`src/rtl/gray_counter_ud.sv`:
```
// -----------------------------------------------------------------------------
// gray_counter_ud
//   Up/down Gray-code counter with count enable, synchronous Gray-value load,
//   optional saturation at the ends of the range and a terminal-count pulse.
//   The binary state and its Gray image are written on the same clock edge
//   from the same next-state value, so gray == bin ^ (bin >> 1) on every cycle
//   and the Gray output moves by exactly one bit per enabled step.
//
// Parameters
//   WIDTH     counter width in bits (>= 2)
//   INIT_GRAY Gray value taken on reset
//   SATURATE  0: wrap at both ends, 1: hold at all-ones (up) / zero (down)
//
// Ports
//   clk        in   rising-edge clock
//   resetn     in   synchronous reset, active-low (beats load and en)
//   en         in   count enable, one step per cycle while high
//   up         in   direction, 1 = increment, 0 = decrement
//   load       in   synchronous load of load_gray (beats en)
//   load_gray  in   Gray-coded load value
//   gray       out  registered Gray count
//   bin        out  registered binary equivalent of gray
//   tc         out  registered one-cycle pulse on wrap / blocked step
//   at_max     out  bin is all-ones
//   at_min     out  bin is zero
// -----------------------------------------------------------------------------
module gray_counter_ud #(
  parameter int               WIDTH     = 4,
  parameter logic [WIDTH-1:0] INIT_GRAY = '0,
  parameter bit               SATURATE  = 1'b0
) (
  input  logic             clk,
  input  logic             resetn,
  input  logic             en,
  input  logic             up,
  input  logic             load,
  input  logic [WIDTH-1:0] load_gray,
  output logic [WIDTH-1:0] gray,
  output logic [WIDTH-1:0] bin,
  output logic             tc,
  output logic             at_max,
  output logic             at_min
);

  // Gray to binary: each binary bit is the XOR of all Gray bits from the MSB
  // down to its own position.
  function automatic logic [WIDTH-1:0] gray_to_bin(input logic [WIDTH-1:0] g);
    logic [WIDTH-1:0] b;
    b = g;
    for (int i = WIDTH - 2; i >= 0; i--) begin
      b[i] = b[i+1] ^ g[i];
    end
    return b;
  endfunction

  function automatic logic [WIDTH-1:0] bin_to_gray(input logic [WIDTH-1:0] b);
    return b ^ (b >> 1);
  endfunction

  localparam logic [WIDTH-1:0] INIT_BIN = gray_to_bin(INIT_GRAY);
  localparam logic [WIDTH-1:0] MAX_BIN  = '1;
  localparam logic [WIDTH-1:0] ONE      = WIDTH'(1);

  logic [WIDTH-1:0] bin_q;
  logic [WIDTH-1:0] gray_q;
  logic             tc_q;

  logic [WIDTH-1:0] load_bin;
  logic [WIDTH-1:0] bin_d;
  logic [WIDTH-1:0] gray_d;
  logic             tc_d;
  logic             top_q;
  logic             bottom_q;

  assign load_bin = gray_to_bin(load_gray);
  assign top_q    = (bin_q == MAX_BIN);
  assign bottom_q = (bin_q == '0);

  // Next-state: load beats en, otherwise step or hold. At either end of the
  // range the step either wraps or is blocked; both raise tc.
  always_comb begin
    bin_d = bin_q;
    tc_d  = 1'b0;
    if (load) begin
      bin_d = load_bin;
    end else if (en) begin
      if (up) begin
        if (top_q) begin
          tc_d  = 1'b1;
          bin_d = SATURATE ? bin_q : '0;
        end else begin
          bin_d = bin_q + ONE;
        end
      end else begin
        if (bottom_q) begin
          tc_d  = 1'b1;
          bin_d = SATURATE ? bin_q : MAX_BIN;
        end else begin
          bin_d = bin_q - ONE;
        end
      end
    end
  end

  // Gray register is fed from the binary next-state, not from bin_q, so both
  // registers update on the same edge with no added latency.
  assign gray_d = bin_to_gray(bin_d);

  always_ff @(posedge clk) begin
    if (!resetn) begin
      bin_q  <= INIT_BIN;
      gray_q <= INIT_GRAY;
      tc_q   <= 1'b0;
    end else begin
      bin_q  <= bin_d;
      gray_q <= gray_d;
      tc_q   <= tc_d;
    end
  end

  assign gray   = gray_q;
  assign bin    = bin_q;
  assign tc     = tc_q;
  assign at_max = top_q;
  assign at_min = bottom_q;

endmodule

```
`config.mk`:
```
export PLATFORM = sky130hd
export DESIGN_NAME = gray_counter_ud
export DESIGN_NICKNAME = d
export VERILOG_FILES = /design/src/rtl/gray_counter_ud.sv
export SDC_FILE = /design/constraint.sdc
export NUM_CORES = 1
export LEC_CHECK = 0
export ABC_CLOCK_PERIOD_IN_PS = 2100
export BUFFER_PORTS_ARGS = -buffer_cell sky130_fd_sc_hd__clkbuf_2
export CORE_MARGIN = 2
export CORE_UTILIZATION = 40
export DETAILED_ROUTE_END_ITERATION = 8
export GPL_ROUTABILITY_DRIVEN = 0
export PLACE_DENSITY = 0.66
export REMOVE_ABC_BUFFERS = 1
export SLEW_MARGIN = 20
export SYNTH_ARGS = -nofsm -noshare
export SYNTH_HDL_FRONTEND = slang
export SYNTH_SLANG_ARGS = --single-unit
```
`constraint.sdc`:
```
create_clock -name clk -period 2.1 [get_ports clk]
set_clock_uncertainty 0.05 [all_clocks]
set_input_delay 0.21 -clock clk [delete_from_list [all_inputs] [get_ports clk]]
set_output_delay 0.21 -clock clk [all_outputs]
set_load 0.02 [all_outputs]
```
==> flow_summary.ini <==
[run_status]
status = finished, final reports clean

[timing]
fmax_ghz = 0.535
final.setup.tns_ps = 0
hold_violations = 0
hold_ws_ps = 208
rsz0062_at_grt = false
period_share = 0.890
setup_slack_ps = 232
relSlewSlack = 0.780
post-route-min-period_ps = 1870
drv_slew = 0
setup_viol = 0
tightest_slew_ps = 330

[pwr]
total_power_uw = 485
power.density_mw_per_mm2 = 694
clockPowerShare = 0.235
switching_share = 0.336
power_leakage_nw = 0.344
max-vdd-ir-drop_uv = 348
seqPwrFrac = 0.383
pwr-share-comb = 0.382
intPower_uw = 322
power_switching_uw = 163

[cells_and_area]
postLayoutCoreUtil = 0.523
drive_above_1_share = 0.357
fin_cells = 99
final_area_sq_um = 698
area_delta_synth_final_pct = 20.0
nFillCells = 135
antenna_cells = 0
nNetsFinal = 97

[setup_path]
crit_fanout = 8
required_ps = 2190
cpPeakStageDelay_ps = 450
worstSetupPathType = reg2reg
cp_data_arrival_time_ps = 1960
critPathCaptureType = flop
reg2reg_from = bin[1]$_SDFF_PN0_
start_kind = flop
setup.worst_path.start = bin[1]$_SDFF_PN0_
crit_chain = inv_1 -> ha_1 -> o21bai_1 -> a211o_2 -> a31oi_1 -> xnor2_1 -> and2_1
worst-path-buf-inv = 1
critPathTopFamily = compound AO/OA/AOI/OAI gates
crit_slowest_cell = dfxtp_1

[clocking]
post-cts-setup-buffers = 0
post_cts_resized = 0
clk_latency_ps = 250
clk_pin_slew_ps = 50
cts_made_buffers = 3
htreeDepth = 1
postCtsHoldBufs = 0
cts_tree = done
root_buffer = clkbuf_4
clkSinkCount = 8
clk_path_buf_depth = 2

[route]
drtAntennaViolNets = 0
vias = 504
vias_per_cell = 5.09
route.detailed.drc = 0
drt-initial-drc-count = 7
drt-pass1-iter-count = 3
wl_per_cell_microns = 11.5
wl_mm = 1.14

[grt]
grt_max_degree = 13
grt_pass1_vias = 422
grt_usage = 0.141
antenna_found_initial = 0
gr-total-overflow = 0
grt_pass1_wl_mm = 1.86

[job]
maxCapViolCount = 0

[place]
hpwl_microns = 859
placed_area_sq_um = 676
post-place-ws_ps = 259
dp_cells = 96
io_buffers = 19

[synth]
synth-seq-cells = 8
ys_types = 33
syn_inst = 64
yosys.area.top_type_share = 0.275
avgSynthCellArea_sq_um = 9.09
synth_edf_count = 0
ys_seq_area_frac = 0.275
yosys_most_used_dff = dfxtp_1
synthArstFlopShare = 0
yosys_warnings = 0
synthTopCellsByArea = dfxtp_1, and2_1, xnor2_1
synth.largest_area_cell = dfxtp_1
netlist_area_sq_um = 582

[min_path]
hold_path.class = in2reg
min_from = resetn

[die]
fp-row-count = 13
die_h_microns = 42.1
initial_core_util = 0.436
fp.dieW_microns = 42.1
ios = 20
die-area_sq_mm = 0.00178
core_area_sq_mm = 0.00133
-- Yosys cell counts, drive strengths merged (3+ instances only) --
cell type / n
a31oi: 3
and2: 6
buf: 4
dfxtp: 8
inv: 5
nand2: 3
nor3b: 3
o21ai: 3
xnor2: 3
xor2: 3
-- path summary, 6_finish.rpt --
kind / end / slack, ps / cells past startpoint
setup / recovery: gray[2]$_SDFF_PN0_ / 230 / 7
hold / removal: bin[0]$_SDFF_PN0_ / 210 / 2
setup reg to reg: gray[2]$_SDFF_PN0_ / 230 / 7
hold reg to reg: tc$_SDFF_PP0_ / 770 / 3
-- layout make-up --
type / count / area, sq um / area share
timing repair buffer: 21 / 110 / 0.158
tap: 15 / 18.8 / 0.0269
inverter: 5 / 18.8 / 0.0269
sequential: 8 / 160 / 0.229
multi-input combinational: 47 / 368 / 0.527
clock buffer: 3 / 22.5 / 0.0323
-- flip-flops by register name, summed over array words and instances (netlist names) --
register / cells
tc: 1
bin: 4
gray: 3
-- cell usage in the layout (no fill, tap or decap), drive strengths merged, types with 2 or more instances in the layout --
master and count:
a211o 2, a21oi 2, a31oi 3, and2 6, and4 2, buf 2
clkbuf 22, dfxtp 8, ha 2, inv 5, nand2 3, nand2b 2
nand3 2, nor3b 3, o21ai 3, xnor2 3, xor2 3
-- layer usage --
metal / GRT usage / up-vias / share of wire
met5: 0 / - / 0
met4: 0.0563 / 0 / 0.011
met3: 0.0517 / 2 / 0.063
met2: 0.231 / 17 / 0.47
met1: 0.166 / 218 / 0.45
li1: - / 267 / -
-- power by group through the flow --
stage / logic [mW] / registers (mW) / clock network, mW
2_1_floorplan: 0.0979 / 0.214 / 0
3_3_place_gp: 0.185 / 0.188 / 0
3_5_place_dp: 0.185 / 0.188 / 0
4_1_cts: 0.187 / 0.186 / 0.117
5_1_grt: 0.203 / 0.189 / 0.122
6_report: 0.185 / 0.185 / 0.114
-- worst reg2reg max path, stage by stage (launching register included) --
cell and delay (ps):
dfxtp_1 450, inv_1 80, ha_1 210, o21bai_1 160, a211o_2 330, a31oi_1 230
xnor2_1 100, and2_1 150
-- cells by family after synthesis --
family / after synthesis / synth area share
multiplexers: 2 / 0.0430
buffers and inverters: 9 / 0.0925
flip-flops: 8 / 0.275
XOR/XNOR: 7 / 0.131
AND/OR/NAND/NOR: 22 / 0.245
AO/OA/AOI/OAI: 14 / 0.170
adder cells (fa/ha/maj): 2 / 0.0430
Note: power is estimated with default switching activity, not from simulation.
